$ cat src/rtl/mac_tx_arbiter_if.sv
// Interface bundling the frame-source and MAC TX signals of mac_tx_arbiter.
// Ports (all in the mac_tx_clk domain):
//   src_req   [N_SRC]    source i holds a complete frame
//   src_data  [8*N_SRC]  FWFT byte of source i at [8*i +: 8]
//   src_last  [N_SRC]    current byte of source i is its final byte
//   src_rd    [N_SRC]    pop strobe, at most one bit set
//   src_gnt   [N_SRC]    one-hot owner of the MAC
//   mac_tx_*             sof/eof/valid/data towards the MAC
//   frm_done, frm_trunc  eof-cycle status pulses
// Modport master is the arbiter side; slave is the sources/MAC side.
interface mac_tx_arbiter_if #(
  parameter int unsigned N_SRC = 4
) ();
  logic [N_SRC-1:0]   src_req;
  logic [8*N_SRC-1:0] src_data;
  logic [N_SRC-1:0]   src_last;
  logic [N_SRC-1:0]   src_rd;
  logic [N_SRC-1:0]   src_gnt;
  logic               mac_tx_sof;
  logic               mac_tx_eof;
  logic               mac_tx_valid;
  logic [7:0]         mac_tx_data;
  logic               frm_done;
  logic               frm_trunc;

  modport master (
    input  src_req, src_data, src_last,
    output src_rd, src_gnt, mac_tx_sof, mac_tx_eof, mac_tx_valid, mac_tx_data,
           frm_done, frm_trunc
  );

  modport slave (
    output src_req, src_data, src_last,
    input  src_rd, src_gnt, mac_tx_sof, mac_tx_eof, mac_tx_valid, mac_tx_data,
           frm_done, frm_trunc
  );
endinterface

$ cat src/rtl/mac_tx_arbiter.sv
// Round-robin scheduler sharing one MAC TX byte stream among N_SRC FWFT frame sources.
// Short frames are zero-padded to MIN_LEN, long frames are truncated at MAX_LEN and the
// rest of the source frame is drained; at least GAP_CYCLES separate an eof from the next sof.
// Ports:
//   i_mac_tx_clk  TX byte clock, only clock
//   i_rst_n       asynchronous active-low reset
//   io_bus        mac_tx_arbiter_if.master: source handshake in, MAC stream and status out
module mac_tx_arbiter #(
  parameter int unsigned N_SRC      = 4,
  parameter int unsigned MIN_LEN    = 60,
  parameter int unsigned MAX_LEN    = 1514,
  parameter int unsigned GAP_CYCLES = 26
) (
  input  logic             i_mac_tx_clk,
  input  logic             i_rst_n,
  mac_tx_arbiter_if.master io_bus
);
  localparam int unsigned IdxW = $clog2(N_SRC);
  localparam int unsigned CntW = $clog2(MAX_LEN + 1);
  localparam int unsigned GapW = (GAP_CYCLES > 4) ? $clog2(GAP_CYCLES) : 2;
  // The counter is loaded in the cycle before the eof output and IDLE must be reached
  // two cycles before the earliest sof, hence the offset of 3.
  localparam logic [GapW-1:0] GapLoad = GapW'(GAP_CYCLES - 3);

  typedef enum logic [2:0] {StIdle, StSend, StPad, StDrain, StGap} state_e;

  state_e            r_state, w_state_d;
  logic [IdxW-1:0]   r_ptr, w_ptr_d;        // RR pointer, doubles as current owner
  logic [CntW-1:0]   r_byte_cnt, w_cnt_d;
  logic [GapW-1:0]   r_gap_cnt, w_gap_d;
  logic              r_sof, w_sof_d;
  logic              r_eof, w_eof_d;
  logic              r_valid, w_valid_d;
  logic [7:0]        r_data, w_data_d;
  logic              r_trunc, w_trunc_d;

  logic              w_found;
  logic [IdxW-1:0]   w_win;
  logic [IdxW-1:0]   w_cand;
  logic [7:0]        w_cur_data;
  logic              w_cur_last;
  logic [CntW-1:0]   w_cnt_inc;
  logic              w_own;
  logic [N_SRC-1:0]  w_gnt;

  // First requester searching upward from pointer+1, wrapping modulo N_SRC.
  always_comb begin
    w_found = 1'b0;
    w_win   = r_ptr;
    w_cand  = '0;
    for (int unsigned k = 1; k <= N_SRC; k++) begin
      w_cand = IdxW'((32'(r_ptr) + k) % N_SRC);
      if (!w_found && io_bus.src_req[w_cand]) begin
        w_found = 1'b1;
        w_win   = w_cand;
      end
    end
  end

  always_comb begin
    w_cur_data = '0;
    for (int unsigned i = 0; i < N_SRC; i++) begin
      if (r_ptr == IdxW'(i)) w_cur_data = io_bus.src_data[8*i +: 8];
    end
  end

  assign w_cur_last = io_bus.src_last[r_ptr];
  assign w_cnt_inc  = r_byte_cnt + 1'b1;

  always_comb begin
    w_state_d = r_state;
    w_ptr_d   = r_ptr;
    w_cnt_d   = r_byte_cnt;
    w_gap_d   = (r_gap_cnt != '0) ? r_gap_cnt - 1'b1 : '0;
    w_sof_d   = 1'b0;
    w_eof_d   = 1'b0;
    w_valid_d = 1'b0;
    w_data_d  = '0;
    w_trunc_d = 1'b0;
    unique case (r_state)
      StIdle: begin
        if (w_found) begin
          w_state_d = StSend;
          w_ptr_d   = w_win;
          w_cnt_d   = '0;
        end
      end
      StSend: begin
        w_valid_d = 1'b1;
        w_data_d  = w_cur_data;
        w_sof_d   = (r_byte_cnt == '0);
        w_cnt_d   = w_cnt_inc;
        if (w_cur_last) begin
          if (w_cnt_inc >= CntW'(MIN_LEN)) begin
            w_eof_d   = 1'b1;
            w_gap_d   = GapLoad;
            w_state_d = StGap;
          end else begin
            w_state_d = StPad;
          end
        end else if (w_cnt_inc == CntW'(MAX_LEN)) begin
          w_eof_d   = 1'b1;
          w_trunc_d = 1'b1;
          w_gap_d   = GapLoad;
          w_state_d = StDrain;
        end
      end
      StPad: begin
        w_valid_d = 1'b1;
        w_cnt_d   = w_cnt_inc;
        if (w_cnt_inc == CntW'(MIN_LEN)) begin
          w_eof_d   = 1'b1;
          w_gap_d   = GapLoad;
          w_state_d = StGap;
        end
      end
      StDrain: begin
        // Gap counter keeps running here so drain time counts toward the gap.
        if (w_cur_last) w_state_d = StGap;
      end
      StGap: begin
        if (r_gap_cnt == '0) w_state_d = StIdle;
      end
      default: w_state_d = StIdle;
    endcase
  end

  always_ff @(posedge i_mac_tx_clk or negedge i_rst_n) begin
    if (!i_rst_n) begin
      r_state    <= StIdle;
      r_ptr      <= IdxW'(N_SRC - 1);
      r_byte_cnt <= '0;
      r_gap_cnt  <= '0;
      r_sof      <= 1'b0;
      r_eof      <= 1'b0;
      r_valid    <= 1'b0;
      r_data     <= '0;
      r_trunc    <= 1'b0;
    end else begin
      r_state    <= w_state_d;
      r_ptr      <= w_ptr_d;
      r_byte_cnt <= w_cnt_d;
      r_gap_cnt  <= w_gap_d;
      r_sof      <= w_sof_d;
      r_eof      <= w_eof_d;
      r_valid    <= w_valid_d;
      r_data     <= w_data_d;
      r_trunc    <= w_trunc_d;
    end
  end

  // The owner is popped in SEND and DRAIN; PAD no longer touches the source.
  assign w_own = (r_state == StSend) || (r_state == StDrain);
  assign w_gnt = w_own ? (N_SRC'(1) << r_ptr) : '0;

  assign io_bus.src_gnt      = w_gnt;
  assign io_bus.src_rd       = w_gnt;
  assign io_bus.mac_tx_sof   = r_sof;
  assign io_bus.mac_tx_eof   = r_eof;
  assign io_bus.mac_tx_valid = r_valid;
  assign io_bus.mac_tx_data  = r_data;
  assign io_bus.frm_done     = r_eof;
  assign io_bus.frm_trunc    = r_trunc;
endmodule
$ cat src/flat_wrapper.sv
// flat-port wrapper written by rule: the top's interface ports become plain ports
module mac_tx_arbiter_flat 
#(
  parameter int unsigned N_SRC      = 4,
  parameter int unsigned MIN_LEN    = 60,
  parameter int unsigned MAX_LEN    = 1514,
  parameter int unsigned GAP_CYCLES = 26
)
  (i_mac_tx_clk, i_rst_n, io_bus_src_req, io_bus_src_data, io_bus_src_last, io_bus_src_rd, io_bus_src_gnt, io_bus_mac_tx_sof, io_bus_mac_tx_eof, io_bus_mac_tx_valid, io_bus_mac_tx_data, io_bus_frm_done, io_bus_frm_trunc);
  mac_tx_arbiter_if #(.N_SRC(N_SRC)) io_bus_i ();
  input  logic i_mac_tx_clk;
  input  logic i_rst_n;
  input wire logic [$bits(io_bus_i.src_req)-1:0] io_bus_src_req;
  input wire logic [$bits(io_bus_i.src_data)-1:0] io_bus_src_data;
  input wire logic [$bits(io_bus_i.src_last)-1:0] io_bus_src_last;
  output wire logic [$bits(io_bus_i.src_rd)-1:0] io_bus_src_rd;
  output wire logic [$bits(io_bus_i.src_gnt)-1:0] io_bus_src_gnt;
  output wire logic [$bits(io_bus_i.mac_tx_sof)-1:0] io_bus_mac_tx_sof;
  output wire logic [$bits(io_bus_i.mac_tx_eof)-1:0] io_bus_mac_tx_eof;
  output wire logic [$bits(io_bus_i.mac_tx_valid)-1:0] io_bus_mac_tx_valid;
  output wire logic [$bits(io_bus_i.mac_tx_data)-1:0] io_bus_mac_tx_data;
  output wire logic [$bits(io_bus_i.frm_done)-1:0] io_bus_frm_done;
  output wire logic [$bits(io_bus_i.frm_trunc)-1:0] io_bus_frm_trunc;
  assign io_bus_i.src_req = io_bus_src_req;
  assign io_bus_i.src_data = io_bus_src_data;
  assign io_bus_i.src_last = io_bus_src_last;
  assign io_bus_src_rd = io_bus_i.src_rd;
  assign io_bus_src_gnt = io_bus_i.src_gnt;
  assign io_bus_mac_tx_sof = io_bus_i.mac_tx_sof;
  assign io_bus_mac_tx_eof = io_bus_i.mac_tx_eof;
  assign io_bus_mac_tx_valid = io_bus_i.mac_tx_valid;
  assign io_bus_mac_tx_data = io_bus_i.mac_tx_data;
  assign io_bus_frm_done = io_bus_i.frm_done;
  assign io_bus_frm_trunc = io_bus_i.frm_trunc;
  mac_tx_arbiter #(.N_SRC(N_SRC), .MIN_LEN(MIN_LEN), .MAX_LEN(MAX_LEN), .GAP_CYCLES(GAP_CYCLES)) u_core (.i_mac_tx_clk(i_mac_tx_clk), .i_rst_n(i_rst_n), .io_bus(io_bus_i));
endmodule
$ cat config.mk
export PLATFORM = sky130hd
export DESIGN_NAME = mac_tx_arbiter_flat
export DESIGN_NICKNAME = d
export VERILOG_FILES = /design/src/rtl/mac_tx_arbiter_if.sv /design/src/rtl/mac_tx_arbiter.sv /design/src/flat_wrapper.sv
export SDC_FILE = /design/constraint.sdc
export NUM_CORES = 1
export LEC_CHECK = 0
export ABC_AREA = 0
export CAP_MARGIN = 10
export CORE_ASPECT_RATIO = 1.5
export CORE_UTILIZATION = 49
export DETAILED_ROUTE_END_ITERATION = 8
export PLACE_DENSITY = 0.83
export REMOVE_ABC_BUFFERS = 1
export SLEW_MARGIN = 15
export SYNTH_ARGS = -nofsm -noshare
export SYNTH_HDL_FRONTEND = slang
export SYNTH_SLANG_ARGS = --single-unit
$ cat constraint.sdc
create_clock -name i_mac_tx_clk -period 3.3 [get_ports i_mac_tx_clk]
set_clock_uncertainty 0.1 [all_clocks]
set_input_delay 0.66 -clock i_mac_tx_clk [delete_from_list [all_inputs] [get_ports i_mac_tx_clk]]
set_output_delay 0.66 -clock i_mac_tx_clk [all_outputs]
set_load 0.005 [all_outputs]
# --- Word level (Yosys, flattened, before mapping) ---
# Cells that the tools add are included.
word_totals:
  ff_bits: 33
  elab_cells: 103
  out_inout_bits: 21
  inputBits: 42
op_classes:
  reduce_logical: 18
  n_mux: 49
  n_addsub: 6
  order_cmp: 6
  shifts: 1
  n_eq_ne: 14
ops:
  columns: ["operator", "n"]
  rows:
  - ["$mux W8", 5]
  - ["$mux W5", 5]
  - ["$pmux W11 S2", 1]
  - ["$mux W3", 7]
  - ["$mux W1", 17]
  - ["$lt A2 B3 Y1 const B", 5]
  - ["$pmux W3 S5", 1]
  - ["$add A11 B1 Y11 const B", 1]
  - ["$eq A11 B11 Y1 const B", 1]
  - ["$eq A11 B6 Y1 const B", 1]
  - ["$ge A11 B6 Y1 const B", 1]
  - ["$logic_not A11 Y1", 1]
  - ["$mux W11", 1]
  - ["$bmux W1 S2", 5]
  - ["$pmux W5 S2", 1]
  - ["$mux W2", 4]
  - ["$ne A2 B1 Y1 const B", 4]
  - ["$eq A3 B2 Y1 const B", 2]
  - ["$logic_not A5 Y1", 1]
  - ["$reduce_and A5 Y1", 1]
  - ["$reduce_bool A5 Y1", 1]
  - ["$sub A5 B1 Y5 const B", 1]
  - ["$add A2 B1 Y2 const B", 2]
  - ["$add A2 B2 Y2 const B", 2]
  - ["other kinds (18)", 23]

# --- Longest topological paths before layout ---
# Gate-level depths: netlist of run 1.
logic_depth:
  ltp_word: 15
  depth_mapped: 11

# --- Least setup slack after synthesis of run 1 ---
# Ideal clock, no wire load.
synth_timing:
  path_type: "register to output"
  start: "register u_core.r_ptr[0]"
  end: "output port io_bus_src_rd[2]"
  stages_incl_launch_ff: 8
  arrival_time_ns: 1.812
  n_path_buf: 4
  path_slack_ns: 0.728
  path_cell_list: "dfstp_2 > clkbuf_1 > inv_1 > ha_1 > clkbuf_1 > clkbuf_1 > and2_1 > buf_4"
synth_between:
  elab_chain_len: 2
synth_lines:
  columns: ["element", "line", "source"]
  rows:
  - ["from (decl)", "mac_tx_arbiter.sv:28", "logic [IdxW-1:0] r_ptr, w_ptr_d;"]
  - ["from (signal assigned)", "mac_tx_arbiter.sv:131", "r_ptr <= IdxW'(N_SRC - 1);"]
  - ["from (signal assigned)", "mac_tx_arbiter.sv:141", "r_ptr <= w_ptr_d;"]
  - ["$shl A1 B2 Y4", "mac_tx_arbiter.sv:154", "assign w_gnt = w_own ? (N_SRC'(1) << r_ptr) : '0;"]
  - ["$mux W4", "mac_tx_arbiter.sv:154", null]
  - ["to (decl)", "flat_wrapper.sv:16", "output wire logic [$bits(io_bus_i.src_rd)-1:0] io_bus_src_rd;"]
# Every way passes these cells.

# --- Final worst setup path of run 1 ---
layout_timing:
  start: "register u_core.r_ptr[1]"
  end: "output port io_bus_src_rd[2]"
# The elaborated chain is that of the path after synthesis.

==> impl_results.md, run 1 <==
- Status: completed
- Antenna violations before repair: 0
- R2r worst-path depth: 8
- Yosys cell types: 49
- Clk slew on worst S/H paths: 0.07 ns
- CP Class: flip-flop to primary output
- Fmax: 0.3390 GHz
- Cell Chain, Critical Path: ha_1 -> and2_1 -> clkdlybuf4s50_1
- Final worst-path cycle share: 89.38%
- Cell taking the most area after synthesis: dfrtp_1
- Longest Clk Path Bufs: 2
- Critical path peak fanout: 17
- Yosys top cell area share: 33.77%
- Final Net Count: 378
- Slew margin rel.: 64.52%
- RSZ-0062 raised after global routing: false
- Pre-CTS WS: 0.4956 ns
- TritonCTS clock tree: built
- Register area: 828.3 um^2
- ANT cells: 0
- Final hold violation count: 0
- Final HPWL DP: 4.143 mm
- Initial Util: 51.00%
- Multi-input gate area: 0.001290 mm^2
- Yosys reg bits: 33
- Die width: 57.91 um
- Fillers: 387
- Final Critical Period: 2.950 ns
- Routed WL: 5.468 mm
- Final WS setup: 0.3505 ns
- Post-CTS sizing: 0
- ANT nets after route: 0
- Vias in the first global route: 2097
- Syn Inst Count: 278
- Skew-Pair Late Insertion Delay: 0.29 ns
- GPL Wtd Cong: 0.8655
- Core Region: 0.004504 mm^2
- Crit Reg-Reg Endpoint: u_core.r_state[1]
- Pleak: 1.262 nW
- Post-CTS Hold Fix Bufs: 0
- CTS Root Cell: clkbuf_8
- Top post-synthesis cells by area: dfrtp_1 (34%), nor2_1 (6.5%), ha_1 (4.9%)
- Pin count of the biggest net entering global routing: 34
- WP data required: 2.54 ns
- CP endpoint kind: primary output
- Via/cell ratio: 5.854
- DRT iter0 DRCs: 101
- Post-synth EDFFs: 0
- WP data arrival: 2.19 ns
- Number of buffers created by CTS: 5
- Final setup fails: 0
- Reg-to-reg setup timing slack: 0.49 ns
- Max-slew violation count: 0
- Final Instance Count excl. Fillers: 376
- Crit start category: flip-flop
- # rows: 30
- Placed Instances: 368
- WP buf/inv: 1
- Max VDD drop: 0.0004703 V
- Overall Global Routing Usage: 24.24%
- IO buf count: 62
- Via count: 2201
- H-tree Lvls: 2
- Core Util, Final: 67.11%
- Post-CTS Setup Inserts: 0
- Clock sink total: 33
- Most used DFF post-synth: dfrtp_1
- Die Y: 85.86 um
- Io pins: 63
- Synth warnings: 0
- Worst hold path class: flip-flop to flip-flop
- Slowest stage delay, CP: 0.63 ns
- Async SR Flop Fraction: 100.0%
- Avg WL per Cell: 14.54 um
- Post-synth top cells: nor2_1 (40), dfrtp_1 (31), a21oi_1 (22), o21ai_0 (19), nand2_1 (17)
- Crit path launch: u_core.r_ptr[1]
- Worst path top cell family by delay: flip-flops
- Worst path depth: 3
- Most numerous cell in the Yosys netlist: nor2_1
- Slew of the pin with the lowest slew margin: 0.5312 ns
- Die Footprint: 0.004972 mm^2
- PD cells: 834.2 mW/mm^2
- Remaining Overflow, GRT: 0
- Post-synthesis sequential area ratio: 36.06%
- CP max stage cell: dfstp_2
- Setup TNS: 0 ns
- First-pass DRT Iterations: 4
- CP Capture Point: io_bus_src_rd[2]
- Avg Cell Area, Syn: 8.263 um^2
- Share of cells above drive strength 1: 7.927%
- Max cap viols: 0
- Area Overhead vs Synth: 31.59%
- Post-synthesis cell area: 0.002297 mm^2
- Global-route wire length before repair: 9.321 mm
- RR Startpoint: u_core.r_byte_cnt[0]
- DR DRC count: 0
## layer usage
layer	track usage [%]	vias up	share of wire (%)
met4	11.26	0	2.6
met1	27.22	1027	38
li1	-	1070	-
met3	5.128	13	5.5
met5	0	-	0
met2	42.84	91	54
## final cells by class
type	instances	area share [%]
Clock buffer	5	2.276
Clock inverter	3	2.276
Inverter	15	1.863
Multi-Input combinational cell	206	42.67
Sequential cell	33	27.40
Tap cell	48	1.987
Timing Repair Buffer	66	21.52
## cells by family after synthesis
kind of cell	synth area share, %
flip-flops	36.06
adder cells (fa/ha/maj)	4.902
buffers and inverters	7.788
AO/OA/AOI/OAI	18.63
XOR/XNOR	3.050
multiplexers	4.956
AND/OR/NAND/NOR	24.62
## tightest hold or removal path, delay by kind of cell, from the launching register on
kind	cells	cell delay [ns]
DFF	1	0.35
and+or+nand+nor	2	0.10
## worst min path at each step
| stage | startpoint | to | depth (start not counted) |
|---|---|---|---|
| detailed placement | u_core.r_gap_cnt[4] | u_core.r_gap_cnt[4] | 2 |
| finish | u_core.r_gap_cnt[4] | u_core.r_gap_cnt[4] | 2 |
| CTS | u_core.r_gap_cnt[4] | u_core.r_gap_cnt[4] | 2 |
| floorplan | i_rst_n | u_core.io_bus.frm_done | 0 |
| global route | u_core.r_gap_cnt[4] | u_core.r_gap_cnt[4] | 2 |
| global placement | u_core.r_gap_cnt[4] | u_core.r_gap_cnt[4] | 2 |
## sequential cells by signal (all words and copies together) (netlist names)
register,cells
u_core.io_bus.mac_tx_data,8
u_core.io_bus.frm_trunc,1
u_core.r_byte_cnt,11
u_core.r_ptr,2
u_core.io_bus.mac_tx_sof,1
u_core.io_bus.frm_done,1
u_core.r_gap_cnt,5
u_core.io_bus.mac_tx_valid,1
u_core.r_state,3
## layout by cell type, fill, tap and decap left out, types with 2 or more instances in the layout
| master | n |
|---|---|
| mux2i_1 | 2 |
| nand4_1 | 3 |
| o21ai_0 | 19 |
| a22oi_1 | 8 |
| or3_1 | 5 |
| a211o_1 | 2 |
| nand2b_1 | 3 |
| nand3_1 | 5 |
| nor3b_1 | 5 |
| clkdlybuf4s50_1 | 62 |
| dfrtp_1 | 31 |
| and2_1 | 6 |
| mux2_2 | 3 |
| nor2b_1 | 3 |
| or2_2 | 3 |
| xnor2_1 | 6 |
| buf_4 | 4 |
| a31oi_1 | 5 |
| nor3_1 | 8 |
| inv_1 | 14 |
| nand2_1 | 17 |
| clkbuf_8 | 5 |
| bufinv_16 | 2 |
| a311oi_1 | 2 |
| a21oi_1 | 22 |
| nor2_1 | 40 |
| nor4_1 | 4 |
| ha_1 | 9 |
| dfstp_2 | 2 |
| or4_1 | 2 |
| mux4_2 | 2 |
| o31ai_1 | 4 |
| xor2_1 | 2 |
| and3_1 | 2 |
## power by group
| group | total, mW | internal (mW) | switching (mW) |
|---|---|---|---|
| Sequential | 0.741 | 0.559 | 0.182 |
| Combinational | 1.31 | 0.644 | 0.669 |
| Clock | 0.468 | 0.304 | 0.164 |
## metrics by stage
step / cell area (um^2) / hold slack (ns) / power, mW
final: 3023 / 0.3942 / 2.522
after global routing: 3023 / 0.4263 / 2.738
after CTS: 3023 / 0.3942 / 2.533
after detailed placement: 2885 / 0.3763 / 2.053
after global placement: 2885 / 0.3600 / 2.015
after floorplan: 2175 / 0.2644 / 1.544
Power figures use the tool's default switching activity.
==> run 2, diff against run 1 <==
Settings changed: SETUP_SLACK_MARGIN from default to 0.4.
Clock period 3.3 ns to 3.23 ns, I/O delays scaled along.
==> run 2 against run 1 <==
Die area is the same; critical path depth grew 1; cell count up 1.1%; register-to-register slack gained 0.07 ns; sequential share of layout area is 0.22 points lower; highest routed layer unchanged; cell area is 0.83% higher; first-iteration DRC count decreased by 43%; sequential cell count is the same; setup slack better by 0.16 ns; largest cell class unchanged; critical path type unchanged.
==> impl_results.md, run 2 (same netlist as run 1, synthesis figures left out) <==
- Sequential share of power: 29.7% (+0.3 points)
- Slew of the pin with the lowest slew margin: 0.5546 ns (+0.02343 ns)
- Comb pwr share: 54.9% (+2.8 points)
- WP data required: 2.48 ns (-0.06 ns)
- CP endpoint kind: primary output
- Via/cell ratio: 5.650 (-3.5%)
- Max-slew violation count: 0 (unchanged)
- Critical path peak fanout: 17 (unchanged)
- Final worst-path cycle share: 84.15%
- Hold Crit Depth: 2 (unchanged)
- Clock sink total: 33 (unchanged)
- Antenna violations before repair: 0 (unchanged)
- Slew margin rel.: 63.03% (-1.5 points)
- Max cap viols: 0 (unchanged)
- ANT nets after route: 0 (unchanged)
- Metal3 WL: 237 um (-22%)
- Die Y: 85.86 um (unchanged)
- Design Area, Final: 0.003048 mm^2 (+0.83%)
- Setup TNS: 0 ns (unchanged)
- Die width: 57.91 um (unchanged)
- Share of cells above drive strength 1: 9.940% (+2.0 points)
- Routed WL: 5.329 mm (-2.5%)
- Clk slew on worst S/H paths: 0.07 ns (about the same)
- Reg-to-reg setup timing slack: 0.56 ns (+0.07 ns)
- H-tree Lvls: 2 (unchanged)
- Overall Global Routing Usage: 22.81% (-1.4 points)
- Initial Util: 51.00% (unchanged)
- Area Overhead vs Synth: 32.68%
- Total Power: 2.546 mW (+0.97%)
- Most frequent cells in the layout: clkdlybuf4s50_1 (62), nor2_1 (40), dfrtp_1 (31)
- Post-Place Cell Area: 0.002885 mm^2 (unchanged)
- Skew-Pair Late Insertion Delay: 0.29 ns (about the same)
- Clock Power Share: 15.4% (-3.1 points)
- Longest Clk Path Bufs: 2 (unchanged)
- Hold_ws: 0.3819 ns (-0.01225 ns)
- IO buf count: 62 (unchanged)
- CTS Root Cell: clkbuf_8
- Final WS setup: 0.5119 ns (+0.1614 ns)
- Commonest non-fill, non-tap cell in the layout: clkdlybuf4s50_1
- ANT cells: 0 (unchanged)
- Crit Reg-Reg Endpoint: u_core.r_gap_cnt[3]
- CP Class: flip-flop to primary output
- Switching fraction of total power: 40.91% (+0.66 points)
- Final HPWL DP: 4.038 mm (-2.5%)
- Psw: 1.042 mW (+2.6%)
- Highest routed layer: met4
- Vias in the first global route: 1965 (-6.3%)
- Crit start category: flip-flop
- WP data arrival: 1.97 ns (-0.22 ns)
- Pleak: 1.263 nW (+0.12%)
- HP Start: u_core.r_gap_cnt[4]
- Number of buffers created by CTS: 5 (unchanged)
- RSZ-0062 raised after global routing: true
- Largest register FFs: 11 (unchanged)
- RR Startpoint: u_core.r_byte_cnt[3]
- GPL Wtd Cong: 0.8775 (+1.4%)
- Via count: 2147 (-2.5%)
- Final hold violation count: 0 (unchanged)
- Final Net Count: 382 (+1.1%)
- Most flops, register: u_core.r_byte_cnt
- Die Footprint: 0.004972 mm^2 (unchanged)
- First-pass DRT Iterations: 4 (unchanged)
- DR DRC count: 0 (unchanged)
- Wire length on met2: 2.874 mm (-3.0%)
- Pre-CTS WS: 0.4590 ns (-0.03662 ns)
- Max VDD drop: 0.0005870 V (+25%)
- TritonCTS clock tree: built
- Avg WL per Cell: 14.02 um (-3.6%)
- DRT met1 WL: 2.103 mm (+2.2%)
- Final Critical Period: 2.718 ns
- Fmax: 0.3679 GHz
- Global-route wire length before repair: 8.873 mm (-4.8%)
- PD cells: 835.4 mW/mm^2 (+0.14%)
- Core Region: 0.004504 mm^2 (unchanged)
- Remaining Overflow, GRT: 0 (unchanged)
- Status: completed
- Worst hold path class: flip-flop to flip-flop
- Final setup fails: 0 (unchanged)
- Pin count of the biggest net entering global routing: 34 (unchanged)
- Io pins: 63 (unchanged)
- Int Pwr: 1.505 mW (-0.14%)
- Hold EP: u_core.r_gap_cnt[4]
- Post-CTS Hold Fix Bufs: 0 (unchanged)
- # rows: 30 (unchanged)
- R2r worst-path depth: 7 (-1)
- DRT iter0 DRCs: 58 (-43%)
-- run 2: cell types whose count changed in the layout (fill, tap and decap cells not counted) --
cell / delta
inv_6: -1
ha_4: +1
clkinvlp_4: +1
buf_4: +4
bufinv_16: -1
ha_1: -3
clkinv_4: +1
ha_2: +2
-- run 2: metrics by stage --
step / std cells / utilization [%]
floorplan: 254 / -
global placement: 368 / 64.06
detailed placement: 368 / 64.06
CTS: 376 / 66.72
global route: 380 / 67.67
finish: 380 / 67.67
-- run 2: what timing repair did --
action,CTS,global route
gates cloned,0,0
setup endpoints to repair,4,14
resized for setup,2,2
endpoints found under the hold margin,0,0
setup buffers,0,4
-- run 2: final cells by class --
| class | count | area, um^2 |
|---|---|---|
| timing repair buffer | 70 | 680.7 |
| clock buffer | 5 | 68.82 |
| tap | 48 | 60.06 |
| clock inverter | 3 | 46.29 |
| multi-input combinational | 206 | 1308 |
| inverter | 15 | 56.30 |
| sequential | 33 | 828.3 |
| fill | 377 | 1456 |
-- run 2: worst max-delay path, stage by stage (launching register included) --
cell	delay [ns]
dfstp_2	0.64
ha_1	0.17
buf_4	0.20
and2_1	0.17
clkdlybuf4s50_1	0.51
-- run 2: power groups by stage --
stage	Sequential [mW]	Clock [mW]	Combinational, mW
after floorplan	0.727	0	0.850
after global placement	0.756	0	1.30
after detailed placement	0.765	0	1.33
after CTS	0.760	0.400	1.34
after global routing	0.780	0.416	1.57
final	0.757	0.392	1.40
-- run 2: metal layers --
layer	vias up	GRT usage, %
met5	-	0
met1	993	27.03
met4	0	9.091
met3	10	3.922
met2	71	40.13
li1	1073	-
-- run 2: worst max path at each step --
stage,slack [ns],cells after the start,start,end
after floorplan,0.72,8,u_core.r_byte_cnt[0],u_core.r_state[1]
after global placement,0.50,7,io_bus_src_req[1],u_core.r_state[1]
after detailed placement,0.46,7,io_bus_src_req[1],u_core.r_state[1]
after CTS,0.44,4,u_core.r_ptr[0],io_bus_src_gnt[3]
after global routing,0.37,8,u_core.r_byte_cnt[0],u_core.r_gap_cnt[3]
final,0.51,4,u_core.r_ptr[1],io_bus_src_gnt[3]
